**config.mk**
```make
export PLATFORM = sky130hd
export DESIGN_NAME = serial_tx_unit_flat
export DESIGN_NICKNAME = d
export VERILOG_FILES = /design/src/rtl/serial_tx_unit_if.sv /design/src/rtl/serial_tx_unit.sv /design/src/flat_wrapper.sv
export SDC_FILE = /design/constraint.sdc
export NUM_CORES = 1
export LEC_CHECK = 0
export ABC_AREA = 1
export CORE_ASPECT_RATIO = 1.25
export CORE_MARGIN = 4
export CORE_UTILIZATION = 30
export CTS_CLUSTER_SIZE = 14
export DETAILED_ROUTE_END_ITERATION = 16
export HOLD_SLACK_MARGIN = 0.15
export PLACE_DENSITY = 0.64
export RECOVER_POWER = 50
export SETUP_SLACK_MARGIN = 0.3
export SYNTH_ARGS = -nofsm -noshare
export SYNTH_HDL_FRONTEND = slang
export SYNTH_SLANG_ARGS = --single-unit
```
**constraint.sdc**
```tcl
create_clock -name clk -period 1.1 [get_ports clk]
set_input_delay 0.22 -clock clk [delete_from_list [all_inputs] [get_ports clk]]
set_output_delay 0.22 -clock clk [all_outputs]
set_load 0.01 [all_outputs]
```
**src/rtl/serial_tx_unit_if.sv**
```systemverilog
// Handshake/data bundle between the calculator controller and serial_tx_unit.
// master: controller side (issues capture/transmit requests, supplies the word).
// slave:  serializer side (returns the serial bit, valid, done and busy).
interface serial_tx_unit_if #(
  parameter int DATA_WIDTH = 8
);
  logic                  sampleData;
  logic                  txData;
  logic [DATA_WIDTH-1:0] dataIn;
  logic                  dataOut;
  logic                  txValid;
  logic                  txDone;
  logic                  busy;

  modport master (
    output sampleData,
    output txData,
    output dataIn,
    input  dataOut,
    input  txValid,
    input  txDone,
    input  busy
  );

  modport slave (
    input  sampleData,
    input  txData,
    input  dataIn,
    output dataOut,
    output txValid,
    output txDone,
    output busy
  );
endinterface

```
**src/rtl/serial_tx_unit.sv**
```systemverilog
// serial_tx_unit: captures a parallel result word and shifts it out LSB-first,
// then pulses txDone for one cycle to release the controller.
// Optional feature macro: PARITY_EN -- appends the even parity bit of the
// captured word after the MSB, making the SHIFT phase one cycle longer.
// Port names clk/reset follow the controller's naming; reset is async, active-low.
module serial_tx_unit #(
  parameter int DATA_WIDTH = 8
) (
  input  logic             clk,
  input  logic             reset,
  serial_tx_unit_if.slave  bus
);

`ifdef PARITY_EN
  localparam int SR_W = DATA_WIDTH + 1;
`else
  localparam int SR_W = DATA_WIDTH;
`endif

  localparam int              CNT_W    = $clog2(DATA_WIDTH + 2);
  localparam logic [CNT_W-1:0] LAST_IDX = CNT_W'(SR_W - 1);

  localparam logic [1:0] S_IDLE  = 2'd0;
  localparam logic [1:0] S_HOLD  = 2'd1;
  localparam logic [1:0] S_SHIFT = 2'd2;
  localparam logic [1:0] S_DONE  = 2'd3;

  logic [1:0]       r_state;
  logic [SR_W-1:0]  r_shreg;
  logic [CNT_W-1:0] r_cnt;
  logic [SR_W-1:0]  w_capture;

  // Word loaded on capture; with parity the bit above the MSB carries ^word.
`ifdef PARITY_EN
  assign w_capture = {^bus.dataIn, bus.dataIn};
`else
  assign w_capture = bus.dataIn;
`endif

  // Serializer FSM, shift register and bit counter.
  // NOTE: sequential state uses non-blocking assignments so every register
  // samples the pre-edge values regardless of statement order.
  // NOTE: the shift register is reset too, so a transmit straight after reset
  // sends a defined all-zero word.
  always_ff @(posedge clk or negedge reset) begin
    if (!reset) begin
      r_state <= S_IDLE;
      r_shreg <= '0;
      r_cnt   <= '0;
    end else begin
      case (r_state)
        S_IDLE: begin
          // Capture takes priority over a transmit request in the same cycle.
          if (bus.sampleData) begin
            r_shreg <= w_capture;
            r_state <= S_HOLD;
          end else if (bus.txData) begin
            r_cnt   <= '0;
            r_state <= S_SHIFT;
          end
        end
        S_HOLD: begin
          if (bus.sampleData) begin
            r_shreg <= w_capture;
          end
          if (bus.txData) begin
            r_cnt   <= '0;
            r_state <= S_SHIFT;
          end
        end
        S_SHIFT: begin
          r_shreg <= r_shreg >> 1;
          if (r_cnt == LAST_IDX) begin
            r_state <= S_DONE;
          end else begin
            r_cnt <= r_cnt + CNT_W'(1);
          end
        end
        S_DONE: begin
          r_state <= S_IDLE;
        end
        default: begin
          r_state <= S_IDLE;
        end
      endcase
    end
  end

  // Outputs decoded purely from registered state, so reset clears them at once.
  // NOTE: every output gets a default first so no path leaves it unassigned
  // and no latch is inferred.
  always_comb begin
    bus.txValid = 1'b0;
    bus.dataOut = 1'b0;
    bus.txDone  = 1'b0;
    bus.busy    = (r_state != S_IDLE);
    case (r_state)
      S_SHIFT: begin
        bus.txValid = 1'b1;
        bus.dataOut = r_shreg[0];
      end
      S_DONE: begin
        bus.txDone = 1'b1;
      end
      default: begin
      end
    endcase
  end

endmodule

```
**src/flat_wrapper.sv**
```systemverilog
// flat-port wrapper written by rule: the top's interface ports become plain ports
module serial_tx_unit_flat 
#(
  parameter int DATA_WIDTH = 8
)
  (clk, reset, bus_sampleData, bus_txData, bus_dataIn, bus_dataOut, bus_txValid, bus_txDone, bus_busy);
  serial_tx_unit_if #(.DATA_WIDTH(DATA_WIDTH)) bus_i ();
  input  logic clk;
  input  logic reset;
  input wire logic [$bits(bus_i.sampleData)-1:0] bus_sampleData;
  input wire logic [$bits(bus_i.txData)-1:0] bus_txData;
  input wire logic [$bits(bus_i.dataIn)-1:0] bus_dataIn;
  output wire logic [$bits(bus_i.dataOut)-1:0] bus_dataOut;
  output wire logic [$bits(bus_i.txValid)-1:0] bus_txValid;
  output wire logic [$bits(bus_i.txDone)-1:0] bus_txDone;
  output wire logic [$bits(bus_i.busy)-1:0] bus_busy;
  assign bus_i.sampleData = bus_sampleData;
  assign bus_i.txData = bus_txData;
  assign bus_i.dataIn = bus_dataIn;
  assign bus_dataOut = bus_i.dataOut;
  assign bus_txValid = bus_i.txValid;
  assign bus_txDone = bus_i.txDone;
  assign bus_busy = bus_i.busy;
  serial_tx_unit #(.DATA_WIDTH(DATA_WIDTH)) u_core (.clk(clk), .reset(reset), .bus(bus_i));
endmodule
```
# --- Yosys cells after proc, flatten, opt, wreduce, memory -nomap -nowiden ---
# Cells that the tools add are included.
op_classes:
  n_addsub: 1
  eq_ne: 8
  muxes: 13
  reduce_logical: 7
ops:
  columns: ["op", "count"]
  rows:
  - ["8-bit one-hot mux with 2 select lines", 1]
  - ["4-bit two-way mux", 3]
  - ["4-bit one-hot mux with 3 select lines", 1]
  - ["8-bit two-way mux", 1]
  - ["2-bit one-hot mux with 4 select lines", 1]
  - ["2-bit two-way mux", 3]
  - ["4-bit by 1-bit adder with 4-bit output (second input constant)", 1]
  - ["2-bit == test (second input constant)", 2]
  - ["4-bit by 3-bit == test with 1-bit output (second input constant)", 1]
  - ["2-bit by 1-bit != test with 1-bit output (second input constant)", 2]
  - ["2-bit != test (second input constant)", 2]
  - ["2-bit nonzero test", 2]
  - ["1-bit two-way mux", 3]
  - ["3-bit AND reduction", 1]
  - ["3-bit nonzero test", 1]
  - ["2-bit by 1-bit == test with 1-bit output (second input constant)", 1]
  - ["2-bit zero test", 1]
  - ["2-bit AND reduction", 1]
  - ["2-bit OR reduction", 1]
word_totals:
  reg_bits: 14
  inputBits: 12
  out_inout_bits: 4
  wordCells: 32

# --- Longest topological paths before layout ---
depth:
  word_depth: 4
  mapped_depth: 7
  depth_no_buf: 7

# --- Worst setup path before layout ---
# Ideal clock, no wire load.
synth_path:
  path_kind: "register to output"
  start: "register u_core.r_state[0]"
  end: "output port bus_dataOut"
  arrival_time_ns: 0.926
  required_ns: 0.880
  path_slack_ns: -0.046
  stages_incl_launch_ff: 5
  n_path_buf: 1
  path_cell_list: "dfrtp_1 > inv_2 > nand2_2 > buf_4 > nor2_1"
synth_between:
  elab_chain_cells: 2
synth_rtl:
  columns: ["item", "line_no", "text"]
  rows:
  - ["from (decl)", "serial_tx_unit.sv:28", "logic [1:0] r_state;"]
  - ["from (signal assigned)", "serial_tx_unit.sv:47", "r_state <= S_IDLE;"]
  - ["from (signal assigned)", "serial_tx_unit.sv:56", "r_state <= S_HOLD;"]
  - ["from (signal assigned)", "serial_tx_unit.sv:59", "r_state <= S_SHIFT;"]
  - ["2-bit == test", "serial_tx_unit.sv:97", "case (r_state)"]
  - ["1-bit two-way mux", "serial_tx_unit.sv:97", null]
  - ["to (decl)", "flat_wrapper.sv:13", "output wire logic [$bits(bus_i.dataOut)-1:0] bus_dataOut;"]
# Every way passes these cells.

# --- Worst setup path in the final report ---
layout_path:
  start: "register u_core.r_state[0]"
  end: "output port bus_busy"
layout_between:
  elab_chain_cells: 1
layout_rtl:
  columns: ["item", "line_no", "text"]
  rows:
  - ["2-bit nonzero test", "serial_tx_unit.sv:96", "bus.busy = (r_state != S_IDLE);"]
  - ["to (decl)", "flat_wrapper.sv:16", "output wire logic [$bits(bus_i.busy)-1:0] bus_busy;"]
# Every way passes these cells.

==> flow_metrics.tcl <==
set metrics [dict create \
    path_clk_slew_ns 0.08 \
    cts_tree "yes" \
    max_stage_delay_ns 0.40 \
    totalWireLength_um 2102 \
    setup_tns_ns -1.484 \
    avgSynthCellArea_sq_um 7.570 \
    most-common-layout-cells "nand2_1 (16), buf_6 (15), dfrtp_1 (13), clkdlybuf4s50_1 (10), nor2_1 (8)" \
    timing.fmax_ghz 0.7903 \
    power_density_mw_per_mm2 2795 \
    crit_family "flip-flops" \
    fin_ws_ns -0.1653 \
    drtIter0Drc 7 \
    period_minus_slack_ns 1.265 \
    hold-worst-slack_ns 0.3791 \
    tightest_slew_ns 0.3782 \
    rr_startpoint "u_core.r_state[1]$_DFFE_PN0P_" \
    startpoint_type "register" \
    dr.pass1.iters 4 \
    synth_seq_cells 14 \
    area_growth_pct 83.97 \
    grt_first_pass_wirelength_um 3029 \
    vias_per_cell 4.532 \
    path_cells "inv_2, buf_6, nand2_4, buf_6" \
    yosysTopAreaCell "dfrtp_1" \
    grt.overflow.total 0 \
    crit_required_ns 0.88 \
    fin_nets 153 \
    io_buffer_count 15 \
    finalHoldViolations 0 \
    dieArea_sq_mm 0.003367 \
    row_count 20 \
    cts_buffers 3 \
    ant_nets 0 \
    status "finished, violations left" \
    startpoint "u_core.r_state[0]$_DFFE_PN0P_" \
    relSlewSlack_pct 74.79 \
    syn-num-nets 112 \
    clkLatencyLatePin_ns 0.28 \
    finClkSkew_ns 0.004461 \
    die-width_um 52.71 \
    root_buffer "clkbuf_4" \
    cts_max_path_buffers 2 \
    critPathMaxFanout 3 \
    drv_slew 0 \
    place_hpwl_um 1271 \
    start_util_pct 31.20 \
    drc_errors 0 \
    setup_viol_count_final 17 \
    drive_gt1_share_pct 50.00 \
    crit_buf_inv 3 \
    cp_slowest_cell "dfrtp_1" \
    rsz0062_at_grt "yes" \
    grt_use_total_pct 12.16 \
    first_global_vias 728 \
    vdd_drop_max_v 0.001102 \
    wl_per_cell_um 12.29 \
    diodes 0 \
    end_kind "primary output" \
    grt_max_degree 17 \
    critical_path_arrival_ns 1.05 \
    place_congestion 0.7449 \
    synth_top_cell_area_share_pct 46.74 \
    core_sq_mm 0.002402 \
    h-tree-depth 1 \
    hold_class "input port to asynchronous set/reset pin" \
    place_ws_ns -0.2631 \
    cap_violations 0 \
    ys_seq_area_share_pct 46.74 \
    p_leak_nw 0.6591 \
    die_height_um 63.88 \
    synthTopCellsByArea "dfrtp_1 (47%), nand2_1 (13%), nor2_1 (6.0%), nand3_1 (5.3%), o21ai_0 (5.3%)" \
    postSynthCellCount 99 \
    synth_area_sq_um 749.5 \
    critical_path_class "register to primary output" \
    holdBufCountCts 0 \
    num_vias 775 \
    violations "negative setup slack" \
    final_common_cell "nand2_1" \
    synth_warnings 0 \
    clock-sinks 14 \
    period_share_pct 115.0 \
    antenna_found_initial 0 \
    path_common_cell "buf_6" \
    num_io_pins 16 \
    synth_cell_types 17 \
]
## layout make-up
| class | instances | area (sq um) |
|---|---|---|
| Fill cell | 230 | 1023 |
| Multi-Input combinational cell | 73 | 513.0 |
| Timing Repair Buffer | 37 | 401.6 |
| Sequential cell | 14 | 351.6 |
| Inverter | 11 | 48.80 |
| Tap cell | 33 | 41.29 |
| Clock buffer | 3 | 22.52 |
## per-layer routing
metal  vias up  GRT usage [%]  share of wire [%]
met5         -              0                  0
met4         0          5.751                1.3
met3         4          2.098                4.2
met2        16          20.96                 57
met1       361          14.08                 38
li1        394              -                  -
## per-stage QoR
| stage | utilization (%) | std cells | power, mW | instance area, sq um |
|---|---|---|---|---|
| floorplan | - | 99 | 1.802 | 770.7 |
| global placement | 43.18 | 158 | 2.339 | 1037 |
| detailed placement | 43.18 | 158 | 2.383 | 1037 |
| CTS | 47.19 | 164 | 2.921 | 1134 |
| global route | 57.40 | 171 | 4.113 | 1379 |
| finish | 57.40 | 171 | 3.854 | 1379 |
## synth_stat cells
master	n
nand2_1	26
dfrtp_1	14
nor2_1	12
inv_1	9
nand3_1	8
o21ai_0	8
a21oi_1	6
nand2_2	5
inv_2	2
o21ai_1	2
buf_4	1
buf_6	1
ha_1	1
nand3b_1	1
nor2_4	1
o211ai_1	1
o22ai_1	1
## cell families (layout without fill, tap and decap cells)
group / Yosys count / in the layout / share of synthesized area, %
buf+inv: 13 / 51 / 8.014
compound gates: 18 / 18 / 12.52
fa+ha+maj: 1 / 1 / 1.669
flops: 14 / 14 / 46.75
simple gates: 53 / 54 / 31.05
## flip-flops by register name, indices dropped and copies added (netlist names)
register and count:
u_core.r_state 2, u_core.r_cnt 4, u_core.r_shreg 8
## final timing paths
check,to,slack [ns],depth (start not counted)
setup / recovery,bus_busy,-0.17,4
hold / removal,u_core.r_state[1]$_DFFE_PN0P_,0.38,2
setup reg to reg,u_core.r_shreg[0]$_DFFE_PN0P_,-0.11,6
hold reg to reg,u_core.r_cnt[3]$_DFFE_PN0P_,0.49,2
max in group asynchronous,u_core.r_state[1]$_DFFE_PN0P_,0.43,2
min in group clk,u_core.r_shreg[7]$_DFFE_PN0P_,0.47,3
## where the power goes
| part | internal [mW] | total (mW) | switching, mW |
|---|---|---|---|
| Sequential | 0.755 | 0.959 | 0.204 |
| Clock | 0.127 | 0.289 | 0.162 |
| Combinational | 1.35 | 2.61 | 1.26 |
## repair_timing
action	in CTS	in global routing
setup endpoints to repair	18	18
pin swaps	2	20
buffers inserted	2	6
cloned	1	1
resized for setup	39	44
No activity file was read; power rests on OpenSTA's default activity.
